--- src/rtl/mux_nto1_scan_if.sv ---
`default_nettype none
// ============================================================================
//  Module      : mux_nto1_scan_if
//  Description : Bus bundle for mux_nto1_scan. Carries the packed channel
//                data, selection controls and the registered results.
//  Revision    : 1.0 - initial release
// ============================================================================
interface mux_nto1_scan_if #(
    parameter int N     = 4,
    parameter int W     = 1,
    parameter int SEL_W = $clog2(N)
);
    logic [N*W-1:0]   in;
    logic [SEL_W-1:0] sel;
    logic             mode;
    logic [N-1:0]     en_mask;
    logic [W-1:0]     out;
    logic [SEL_W-1:0] cur_sel;
    logic             out_valid;
    logic             wrap;

    // Source side: drives data and selection, observes the muxed result.
    modport master (
        output in, sel, mode, en_mask,
        input  out, cur_sel, out_valid, wrap
    );

    // Multiplexer side.
    modport slave (
        input  in, sel, mode, en_mask,
        output out, cur_sel, out_valid, wrap
    );
endinterface
`default_nettype wire

--- src/rtl/mux_nto1_scan.sv ---
`default_nettype none
// ============================================================================
//  Module      : mux_nto1_scan
//  Description : N-channel, W-bit multiplexer with registered output.
//                Manual mode follows the external select; scan mode rotates
//                through the enabled channels, dwelling HOLD cycles on each.
//  Revision    : 1.0 - initial release
// ============================================================================
module mux_nto1_scan #(
    parameter int N    = 4,
    parameter int W    = 1,
    parameter int HOLD = 4
) (
    input  wire logic       clk,
    input  wire logic       rst_n,
    mux_nto1_scan_if.slave  bus
);
    localparam int SEL_W = $clog2(N);
    localparam int HC_W  = (HOLD > 1) ? $clog2(HOLD) : 1;
    localparam logic [HC_W-1:0] c_HOLD_LAST = HC_W'(HOLD - 1);

    // Operating mode is a pure decode of the inputs; nothing stores it.
    typedef enum logic [1:0] {
        ST_MANUAL = 2'd0,
        ST_SCAN   = 2'd1,
        ST_STALL  = 2'd2
    } state_t;

    state_t           w_state;

    logic [SEL_W-1:0] r_cur_sel;
    logic [HC_W-1:0]  r_hold_cnt;
    logic [W-1:0]     r_out;
    logic             r_out_valid;
    logic             r_wrap;

    logic [SEL_W-1:0] w_cur_sel_nxt;
    logic [HC_W-1:0]  w_hold_cnt_nxt;
    logic [W-1:0]     w_out_nxt;
    logic             w_out_valid_nxt;
    logic             w_wrap_nxt;

    logic [W-1:0]     w_ch [N];
    logic [W-1:0]     w_man_data;
    logic             w_man_ok;
    logic [W-1:0]     w_scan_data;
    logic             w_cur_en;
    logic             w_hi_found;
    logic [SEL_W-1:0] w_hi_idx;
    logic [SEL_W-1:0] w_lo_idx;

    generate
        for (genvar k = 0; k < N; k++) begin : g_unpack
            assign w_ch[k] = bus.in[k*W +: W];
        end
    endgenerate

    // Channel reads for the manual select and the scan index; an index
    // beyond N-1 reads as zero and as a disabled channel.
    always_comb begin
        w_man_data  = '0;
        w_scan_data = '0;
        w_cur_en    = 1'b0;
        w_man_ok    = (int'(bus.sel) < N);
        for (int k = 0; k < N; k++) begin
            if (bus.sel == SEL_W'(k)) begin
                w_man_data = w_ch[k];
            end
            if (r_cur_sel == SEL_W'(k)) begin
                w_scan_data = w_ch[k];
                w_cur_en    = bus.en_mask[k];
            end
        end
    end

    // Next enabled channel: lowest set index above the current one, else
    // the lowest set index overall (which is the wrap case).
    always_comb begin
        w_hi_found = 1'b0;
        w_hi_idx   = '0;
        w_lo_idx   = '0;
        for (int k = N - 1; k >= 0; k--) begin
            if (bus.en_mask[k]) begin
                w_lo_idx = SEL_W'(k);
                if (k > int'(r_cur_sel)) begin
                    w_hi_idx   = SEL_W'(k);
                    w_hi_found = 1'b1;
                end
            end
        end
    end

    // Mode decode and next values for every registered output.
    always_comb begin
        w_cur_sel_nxt   = r_cur_sel;
        w_hold_cnt_nxt  = '0;
        w_out_nxt       = '0;
        w_out_valid_nxt = 1'b0;
        w_wrap_nxt      = 1'b0;

        if (!bus.mode) begin
            w_state = ST_MANUAL;
        end else if (|bus.en_mask) begin
            w_state = ST_SCAN;
        end else begin
            w_state = ST_STALL;
        end

        case (w_state)
            ST_MANUAL: begin
                w_cur_sel_nxt = bus.sel;
                if (w_man_ok) begin
                    w_out_nxt       = w_man_data;
                    w_out_valid_nxt = 1'b1;
                end
            end
            ST_SCAN: begin
                w_out_valid_nxt = w_cur_en;
                w_out_nxt       = w_cur_en ? w_scan_data : '0;
                // A disabled current channel is skipped immediately rather
                // than waiting out its dwell.
                if ((r_hold_cnt == c_HOLD_LAST) || !w_cur_en) begin
                    w_hold_cnt_nxt = '0;
                    if (w_hi_found) begin
                        w_cur_sel_nxt = w_hi_idx;
                    end else begin
                        w_cur_sel_nxt = w_lo_idx;
                        w_wrap_nxt    = 1'b1;
                    end
                end else begin
                    w_hold_cnt_nxt = r_hold_cnt + 1'b1;
                end
            end
            default: begin
                // Stall: index frozen, output forced invalid.
            end
        endcase
    end

    // Output and scan-position registers with asynchronous clear.
    always_ff @(posedge clk or negedge rst_n) begin
        if (!rst_n) begin
            r_cur_sel   <= '0;
            r_hold_cnt  <= '0;
            r_out       <= '0;
            r_out_valid <= 1'b0;
            r_wrap      <= 1'b0;
        end else begin
            r_cur_sel   <= w_cur_sel_nxt;
            r_hold_cnt  <= w_hold_cnt_nxt;
            r_out       <= w_out_nxt;
            r_out_valid <= w_out_valid_nxt;
            r_wrap      <= w_wrap_nxt;
        end
    end

    assign bus.out       = r_out;
    assign bus.cur_sel   = r_cur_sel;
    assign bus.out_valid = r_out_valid;
    assign bus.wrap      = r_wrap;

endmodule
`default_nettype wire
--- src/flat_wrapper.sv ---
// flat-port wrapper written by rule: the top's interface ports become plain ports
module mux_nto1_scan_flat 
#(
    parameter int N    = 4,
    parameter int W    = 1,
    parameter int HOLD = 4
)
  (clk, rst_n, bus_in, bus_sel, bus_mode, bus_en_mask, bus_out, bus_cur_sel, bus_out_valid, bus_wrap);
  mux_nto1_scan_if #(.N(N), .W(W)) bus_i ();
  input  wire logic clk;
  input  wire logic rst_n;
  input wire logic [$bits(bus_i.in)-1:0] bus_in;
  input wire logic [$bits(bus_i.sel)-1:0] bus_sel;
  input wire logic [$bits(bus_i.mode)-1:0] bus_mode;
  input wire logic [$bits(bus_i.en_mask)-1:0] bus_en_mask;
  output wire logic [$bits(bus_i.out)-1:0] bus_out;
  output wire logic [$bits(bus_i.cur_sel)-1:0] bus_cur_sel;
  output wire logic [$bits(bus_i.out_valid)-1:0] bus_out_valid;
  output wire logic [$bits(bus_i.wrap)-1:0] bus_wrap;
  assign bus_i.in = bus_in;
  assign bus_i.sel = bus_sel;
  assign bus_i.mode = bus_mode;
  assign bus_i.en_mask = bus_en_mask;
  assign bus_out = bus_i.out;
  assign bus_cur_sel = bus_i.cur_sel;
  assign bus_out_valid = bus_i.out_valid;
  assign bus_wrap = bus_i.wrap;
  mux_nto1_scan #(.N(N), .W(W), .HOLD(HOLD)) u_core (.clk(clk), .rst_n(rst_n), .bus(bus_i));
endmodule
--- config.mk ---
export PLATFORM = sky130hd
export DESIGN_NAME = mux_nto1_scan_flat
export DESIGN_NICKNAME = d
export VERILOG_FILES = /design/src/rtl/mux_nto1_scan_if.sv /design/src/rtl/mux_nto1_scan.sv /design/src/flat_wrapper.sv
export SDC_FILE = /design/constraint.sdc
export NUM_CORES = 1
export LEC_CHECK = 0
export CORE_AREA = 2 2 39 41
export CTS_CLUSTER_DIAMETER = 40
export DETAILED_ROUTE_END_ITERATION = 8
export DIE_AREA = 0 0 41 43
export HOLD_SLACK_MARGIN = 0.02
export PLACE_DENSITY = 0.79
export SLEW_MARGIN = 20
export SYNTH_ARGS = -nofsm -noshare
export SYNTH_HDL_FRONTEND = slang
export SYNTH_SLANG_ARGS = --single-unit
--- constraint.sdc ---
create_clock -name clk -period 2 [get_ports clk]
set_input_delay 0.4 -clock clk [delete_from_list [all_inputs] [get_ports clk]]
set_output_delay 0.4 -clock clk [all_outputs]
set_load 0.01 [all_outputs]
## After elaboration in Yosys (flattened, before gate mapping)

Index checks and enable logic that the tools add are counted.

| word-level totals | value |
|---|---|
| output and inout bits | 5 |
| flip-flop bits (word level) | 7 |
| word-level logic and storage cells | 67 |
| bits of input ports | 13 |

| operators by class | value |
|---|---|
| magnitude comparators | 3 |
| muxes and demuxes | 41 |
| equality and inequality tests | 9 |
| reductions and logical operators | 8 |
| add/sub/neg operators | 1 |

Operators with widths:

| cell | number |
|---|---|
| 2-bit 2-to-1 mux | 16 |
| 1-bit 2-to-1 mux | 22 |
| 2-bit equality test (second input constant) | 5 |
| 2-bit by 1-bit equality test with 1-bit output (second input constant) | 3 |
| 2-bit logical NOT | 3 |
| 2-bit greater-than comparator (first input constant) | 2 |
| 1-bit one-hot mux with 2 select lines | 2 |
| 2-bit one-hot mux with 2 select lines | 1 |
| 4-bit OR reduction | 1 |
| 2-bit by 1-bit adder with 2-bit output (second input constant) | 1 |
| 1-bit by 2-bit greater-than comparator with 1-bit output (first input constant) | 1 |
| 2-bit by 1-bit != test with 1-bit output (second input constant) | 1 |
| 2-bit AND reduction | 1 |
| 2-bit nonzero test | 1 |
| 1-bit logical NOT | 1 |
| 1-bit logical OR | 1 |

## Logic depth before layout (Yosys ltp)

Gate-level depths: netlist (run 1).

| logic depth | value |
|---|---|
| depth in word-level cells | 10 |
| depth in mapped cells | 6 |
| gate-level depth less buffers | 5 |

## Worst setup path after synthesis (run 1)

No wires, ideal clock.

| path | value |
|---|---|
| path kind | reg-to-reg |
| start point | register u_core.r_cur_sel[0], in the netlist u_core.bus.cur_sel[0] |
| end point | register u_core.r_cur_sel[0], in the netlist u_core.bus.cur_sel[0] |
| required time | 1.878 ns |
| arrival time | 1.510 ns |
| buffers on the path | 1 |
| cell stages (with the launch flop) | 7 |
| path slack | 0.367 ns |
| period minus slack after synthesis | 1.633 ns |
| library setup time | 0.122 ns |
| path through | dfrtp_1 buf_6 mux4_2 nor3b_1 a21o_1 nand2_1 o21ai_1 |

| between the ends | value |
|---|---|
| longest elaborated chain between the ends | 10 |
| elaborated cells on any way between the ends | 30 |
| classes of those cells | order compare (3); eq/ne (4); mux (19); reduce/logical (4) |

RTL lines:

| what | line | RTL |
|---|---|---|
| start: declaration | mux_nto1_scan.sv:31 | `logic [SEL_W-1:0] r_cur_sel;` |
| start signal: assignment | mux_nto1_scan.sv:149 | `r_cur_sel <= w_cur_sel_nxt;` |
| 2-bit greater-than comparator | mux_nto1_scan.sv:85 | `if (k > int'(r_cur_sel)) begin` |
| 2-bit 2-to-1 mux or 1-bit 2-to-1 mux (tied branches) | mux_nto1_scan.sv:85 |  |
| 2-bit 2-to-1 mux or 1-bit 2-to-1 mux (tied branches) | mux_nto1_scan.sv:83 | `if (bus.en_mask[k]) begin` |
| 2-bit 2-to-1 mux or 1-bit 2-to-1 mux (tied branches) | mux_nto1_scan.sv:85 |  |
| 2-bit 2-to-1 mux or 1-bit 2-to-1 mux (tied branches) | mux_nto1_scan.sv:83 |  |
| 2-bit 2-to-1 mux or 1-bit 2-to-1 mux (tied branches) | mux_nto1_scan.sv:85 |  |
| 2-bit 2-to-1 mux or 1-bit 2-to-1 mux (tied branches) | mux_nto1_scan.sv:83 |  |
| 2-bit 2-to-1 mux | mux_nto1_scan.sv:124 | `if (w_hi_found) begin` |
| 2-bit 2-to-1 mux | mux_nto1_scan.sv:122 | `if ((r_hold_cnt == c_HOLD_LAST) \|\| !w_cur_en) begin` |
| 2-bit one-hot mux with 2 select lines | mux_nto1_scan.sv:109 | `case (w_state)` |

Several ways; a longest one is shown, not always the timed one. The select of a mux whose other input is x is not followed.
A chain may end at the register's enable or synchronous reset.

## Worst setup path after layout (run 1)

| path | value |
|---|---|
| start point | register u_core.r_cur_sel[1], in the netlist u_core.bus.cur_sel[1] |
| end point | output bus_cur_sel[1] |

RTL lines:

| what | line | RTL |
|---|---|---|
| end: declaration | flat_wrapper.sv:17 | `output wire logic [$bits(bus_i.cur_sel)-1:0] bus_cur_sel;` |

No word-level cell between the ends.

==> results of run 1 <==
==> power by group through the flow <==
stage                     combinational (uW)  sequential (uW)  clock [uW]
final                                    281              206         129
after global routing                     309              213         145
after detailed placement                 282              209           0
after CTS                                283              207         134
after floorplan                          166              202           0
after global placement                   276              208           0
==> kinds of logic (layout without fill, tap and decap cells) <==
family,Yosys count,in the layout,share of synthesized area
DFF,7,7,0.354
buffers and inverters,5,34,0.0683
and+or+nand+nor,16,16,0.180
AOI/OAI and AO/OA,16,16,0.228
muxes,3,3,0.144
adders and majority gates,1,1,0.0253
==> how the worst max path moves through the flow <==
stage,startpoint,to
floorplan,u_core.bus.cur_sel[0]$_DFFE_PN0P_,u_core.bus.cur_sel[0]$_DFFE_PN0P_
global placement,bus_en_mask[3],u_core.bus.cur_sel[0]$_DFFE_PN0P_
detailed placement,bus_en_mask[3],u_core.bus.cur_sel[0]$_DFFE_PN0P_
CTS,u_core.bus.cur_sel[1]$_DFFE_PN0P_,bus_cur_sel[1]
global route,u_core.bus.cur_sel[1]$_DFFE_PN0P_,bus_cur_sel[1]
finish,u_core.bus.cur_sel[1]$_DFFE_PN0P_,bus_cur_sel[1]
==> final cells by class <==
| cell class | count | area [um2] |
|---|---|---|
| Clock inverter | 1 | 5.00 |
| Multi-Input combinational cell | 36 | 285 |
| Tap cell | 16 | 20.0 |
| Inverter | 3 | 11.3 |
| Fill cell | 135 | 619 |
| Sequential cell | 7 | 175 |
| Clock buffer | 3 | 22.5 |
| Timing Repair Buffer | 27 | 245 |
==> through the flow <==
| step | std cells | utilization | area [um2] | power (uW) | setup WS, ps |
|---|---|---|---|---|---|
| 3_5_place_dp | 89 | 0.533 | 737 | 491 | 47.4 |
| 6_report | 93 | 0.552 | 764 | 616 | 198 |
| 3_3_place_gp | 89 | 0.533 | 737 | 484 | 66.7 |
| 2_1_floorplan | 48 | - | 494 | 368 | 367 |
| 4_1_cts | 93 | 0.552 | 764 | 625 | 188 |
| 5_1_grt | 93 | 0.552 | 764 | 667 | 120 |
==> cells in the final DEF, fill, tap and decap left out, types with 2 or more instances in the layout <==
| master | instances |
|---|---|
| buf_4 | 10 |
| nand2b_1 | 2 |
| a21oi_1 | 2 |
| nand3_1 | 2 |
| clkbuf_4 | 3 |
| clkdlybuf4s50_1 | 17 |
| nor2_1 | 2 |
| mux4_2 | 2 |
| nand2_1 | 3 |
| o21ai_1 | 3 |
| nor3b_1 | 2 |
| inv_1 | 3 |
| dfrtp_1 | 7 |
| nor2b_1 | 3 |
==> per-layer routing <==
layer	vias up	share of wire
met5	-	0
met4	0	0.039
met3	6	0.057
met2	21	0.49
met1	220	0.41
li1	242	-
==> registers in the layout, summed over array words and instances (netlist names) <==
name,count
u_core.bus.out_valid,1
u_core.bus.out,1
u_core.r_hold_cnt,2
u_core.bus.wrap,1
u_core.bus.cur_sel,2
==> flow_summary.json, run 1 <==
{
  "power_frac_clock": 0.209,
  "grt_usage": 0.168,
  "max_cap_violations": 0,
  "cts_sinks": 7,
  "share_seq_of_total_power": 0.335,
  "hold_path_class": "in -> async",
  "wl_per_cell_um": 12.5,
  "ios": 18,
  "yosys_warnings": 0,
  "worst_setup_path_start_kind": "flop",
  "synth.most_common_cell": "dfrtp_1",
  "intPower_uw": 416,
  "reg2reg_to": "u_core.bus.cur_sel[0]$_DFFE_PN0P_",
  "critPathBufInv": 1,
  "totalWireLength_mm": 1.16,
  "cts_tree": "built",
  "grt_first_pass_wirelength_mm": 1.99,
  "yosys.area.top_type": "dfrtp_1",
  "p_switching_uw": 200,
  "cp_max_fo": 11,
  "remaining_drc_errors": 0,
  "pwr-share-comb": 0.456,
  "yosysUniqueCellTypes": 27,
  "rsz0062_at_grt": "false",
  "final-setup-viol-count": 0,
  "ys_top_cells_by_area": "dfrtp_1, mux4_2, mux4_1",
  "met2_usage": 0.253,
  "h-tree-depth": 1,
  "hpwl_um": 955,
  "end_kind": "output pin",
  "r2r-start": "u_core.bus.cur_sel[0]$_DFFE_PN0P_",
  "synth_fp_nets": 62,
  "power_density_mw_per_mm2": 806,
  "clk_pin_slew_ps": 60,
  "core_area_mm2": 0.00138,
  "initial_core_util": 0.357,
  "antenna_found_initial": 0,
  "cts_setup_buffers": 0,
  "status": "complete, no violations",
  "avgSynthCellArea_um2": 10.3,
  "postCtsResizedCells": 0,
  "fin_crit_sh": 0.901,
  "slowest_stage": "clkdlybuf4s50_1",
  "crit_family": "buffers and inverters",
  "gp_congestion": 0.759,
  "grt.busiest_layer": "met2",
  "cp.required_ps": 1600,
  "worstSetupPathDepth": 1,
  "ant_nets": 0,
  "portBuffers": 17,
  "synth-edff-count": 0,
  "timing_hold_violations_final": 0,
  "fmax_mhz": 555,
  "sw_frac_of_total": 0.324,
  "fin_setup_tns_ps": 0,
  "drive_gt1_frac": 0.221,
  "area_growth_pct": 54.7,
  "die-area_mm2": 0.00176,
  "syn_area_um2": 494,
  "synth_top_area_frac": 0.354,
  "grt.met3_usage": 0.0157,
  "p_leak_uw": 0.000328,
  "synth-async-reset-ratio": 1.00,
  "irDropWorstVdd_uv": 313,
  "whs_ps": 397,
  "dieWidth_um": 41,
  "cts_made_buffers": 3,
  "synth_common_cells": "dfrtp_1, inv_1, nand2_1, nor2b_1, o21ai_1",
  "viasPerCell": 5.26,
  "hold_buffers": 0,
  "grt_use_met1": 0.201,
  "reg2regPathDepth": 5,
  "cts_root_buf": "clkbuf_4",
  "slowest_delay_ps": 600,
  "fin_nets": 92,
  "path_class": "reg -> out",
  "fin_crit_ps": 1800,
  "initialDrtViolationCount": 9,
  "worst_pin_slew_ps": 344,
  "clockBufferDepth": 2,
  "die_y_um": 43,
  "slew_viol_final": 0,
  "synth-seq-area-share": 0.354,
  "grt_pass1_vias": 468,
  "relSlewSlack": 0.770,
  "grt_max_degree": 12,
  "synth_flop_cell": "dfrtp_1",
  "diodes": 0,
  "clk_latency_ps": 250,
  "synthCells": 48,
  "vias": 489,
  "path_cells": "clkdlybuf4s50_1",
  "rows": 14,
  "synth-seq-cells": 7,
  "clock_skew_ps": 5.63,
  "r2r_slack_ps": 490,
  "first_pass_iters": 4,
  "critPathArrivalTime_ps": 1400,
  "grt_overflow_total": 0
}
No activity file was read; power rests on OpenSTA's default activity.
==> run 2, diff against run 1 <==
CORE_AREA = unset   (was 2 2 39 41)
CORE_MARGIN = 2   (was unset)
CORE_UTILIZATION = 35   (was unset)
CTS_CLUSTER_SIZE = 40   (was unset)
DIE_AREA = unset   (was 0 0 41 43)
PLACE_DENSITY = 0.75   (was 0.79)
==> run 2 against run 1 <==
Net effect:
- die area fell by 2.0%
- register-to-register slack got worse by 50 ps
- hold slack improved by 2.4 ps
- clock power barely moved
- design area down 2.3%
- clock skew shrank 0.95 ps
- total power down 0.95%
- non-clock buffer count decreased by 2
==> flow_summary.json, run 2 (synthesis results as in run 1) <==
{
  "status": "complete, no violations",
  "fin_setup_tns_ps": 0,
  "slew_viol_final": 0,
  "critPathBufInv": 1,
  "cp_max_fo": 11,
  "die_y_um": 41.6,
  "diodes": 0,
  "drive_gt1_frac": 0.187,
  "cts_made_buffers": 3,
  "fin_nets": 90,
  "viasPerCell": 5.32,
  "clk_pin_slew_ps": 50,
  "p_total_uw": 610,
  "remaining_drc_errors": 0,
  "grt_pass1_vias": 440,
  "slowest_stage": "clkdlybuf4s50_1",
  "wl_per_cell_um": 12.8,
  "antenna_found_initial": 0,
  "area_growth_pct": 51.1,
  "grt_usage": 0.144,
  "critPathArrivalTime_ps": 1410,
  "totalWireLength_mm": 1.16,
  "vias": 479,
  "first_pass_iters": 4,
  "portBuffers": 17,
  "p_leak_uw": 0.000315,
  "cp.required_ps": 1600,
  "cts_setup_buffers": 0,
  "postCtsResizedCells": 0,
  "cts_sinks": 7,
  "clockBufferDepth": 2,
  "hpwl_um": 885,
  "clk_latency_ps": 250,
  "slowest_delay_ps": 610,
  "core_area_mm2": 0.00132,
  "fin_util": 0.567,
  "cts_root_buf": "clkbuf_4",
  "hold_buffers": 0,
  "irDropWorstVdd_uv": 407,
  "grt_first_pass_wirelength_mm": 1.90,
  "final_common_cell": "clkdlybuf4s50_1",
  "grt_max_degree": 12,
  "worst_setup_path_start_kind": "flop",
  "reg2reg_to": "u_core.bus.cur_sel[1]$_DFFE_PN0P_",
  "rows": 13,
  "initialDrtViolationCount": 16,
  "final-setup-viol-count": 0,
  "timing_hold_violations_final": 0,
  "dieWidth_um": 41.6,
  "end_kind": "output pin",
  "r2r_slack_ps": 440,
  "cts_tree": "built",
  "rsz0062_at_grt": "false",
  "path_cells": "clkdlybuf4s50_1",
  "ant_nets": 0,
  "fmax_mhz": 554,
  "ios": 18,
  "path_class": "reg -> out",
  "crit_family": "buffers and inverters",
  "power_density_mw_per_mm2": 817,
  "initial_core_util": 0.375,
  "h-tree-depth": 1,
  "final_cell_mix": "clkdlybuf4s50_1, buf_4, dfrtp_1",
  "die-area_mm2": 0.00173,
  "hold_path_class": "in -> async",
  "relSlewSlack": 0.724,
  "fin_crit_ps": 1810,
  "worst_pin_slew_ps": 408,
  "gp_congestion": 0.787,
  "max_cap_violations": 0,
  "grt_overflow_total": 0,
  "reg2regPathDepth": 5,
  "clock_skew_ps": 4.68,
  "r2r-start": "u_core.bus.cur_sel[1]$_DFFE_PN0P_",
  "fin_crit_sh": 0.903
}
[run 2: worst max-delay path by stage]
| stage | from | slack (ps) | endpoint | cells after the start |
|---|---|---|---|---|
| after floorplan | u_core.bus.cur_sel[0]$_DFFE_PN0P_ | 370 | u_core.bus.cur_sel[0]$_DFFE_PN0P_ | 6 |
| after global placement | bus_en_mask[2] | 40 | u_core.bus.cur_sel[1]$_DFFE_PN0P_ | 6 |
| after detailed placement | bus_en_mask[2] | 20 | u_core.bus.cur_sel[1]$_DFFE_PN0P_ | 6 |
| after CTS | u_core.bus.cur_sel[1]$_DFFE_PN0P_ | 190 | bus_cur_sel[1] | 1 |
| after global routing | u_core.bus.cur_sel[1]$_DFFE_PN0P_ | 160 | bus_cur_sel[1] | 1 |
| final | u_core.bus.cur_sel[1]$_DFFE_PN0P_ | 190 | bus_cur_sel[1] | 1 |
[run 2: metrics by stage]
stage	instances	worst slack, ps	area, um2	hold WS (ps)
after floorplan	48	367	494	104
after global placement	86	35.0	721	433
after detailed placement	86	17.3	721	440
after CTS	90	189	747	410
after global routing	90	160	747	423
final	90	195	747	399
[run 2: metal layers]
metal / vias to the layer above / GRT usage / routed length (um)
li1: 238 / - / -
met1: 219 / 0.170 / 525
met2: 18 / 0.231 / 541
met3: 4 / 0.0435 / 64
met4: 0 / 0.0774 / 24
met5: - / 0 / 0
[run 2: area by class of cell]
class	instances	area, um2
fillers	121	571
multi-input cells	36	285
repair buffers	25	230
flip-flops and latches	7	175
clock buffers	4	26.3
well taps	15	18.8
inverters	3	11.3
[run 2: report_power, final]
| part | switching [uW] | internal (uW) | total, uW |
|---|---|---|---|
| clock network | 53.2 | 76.2 | 129 |
| registers | 30.3 | 173 | 203 |
| logic | 113 | 164 | 278 |
| total | 197 | 413 | 610 |
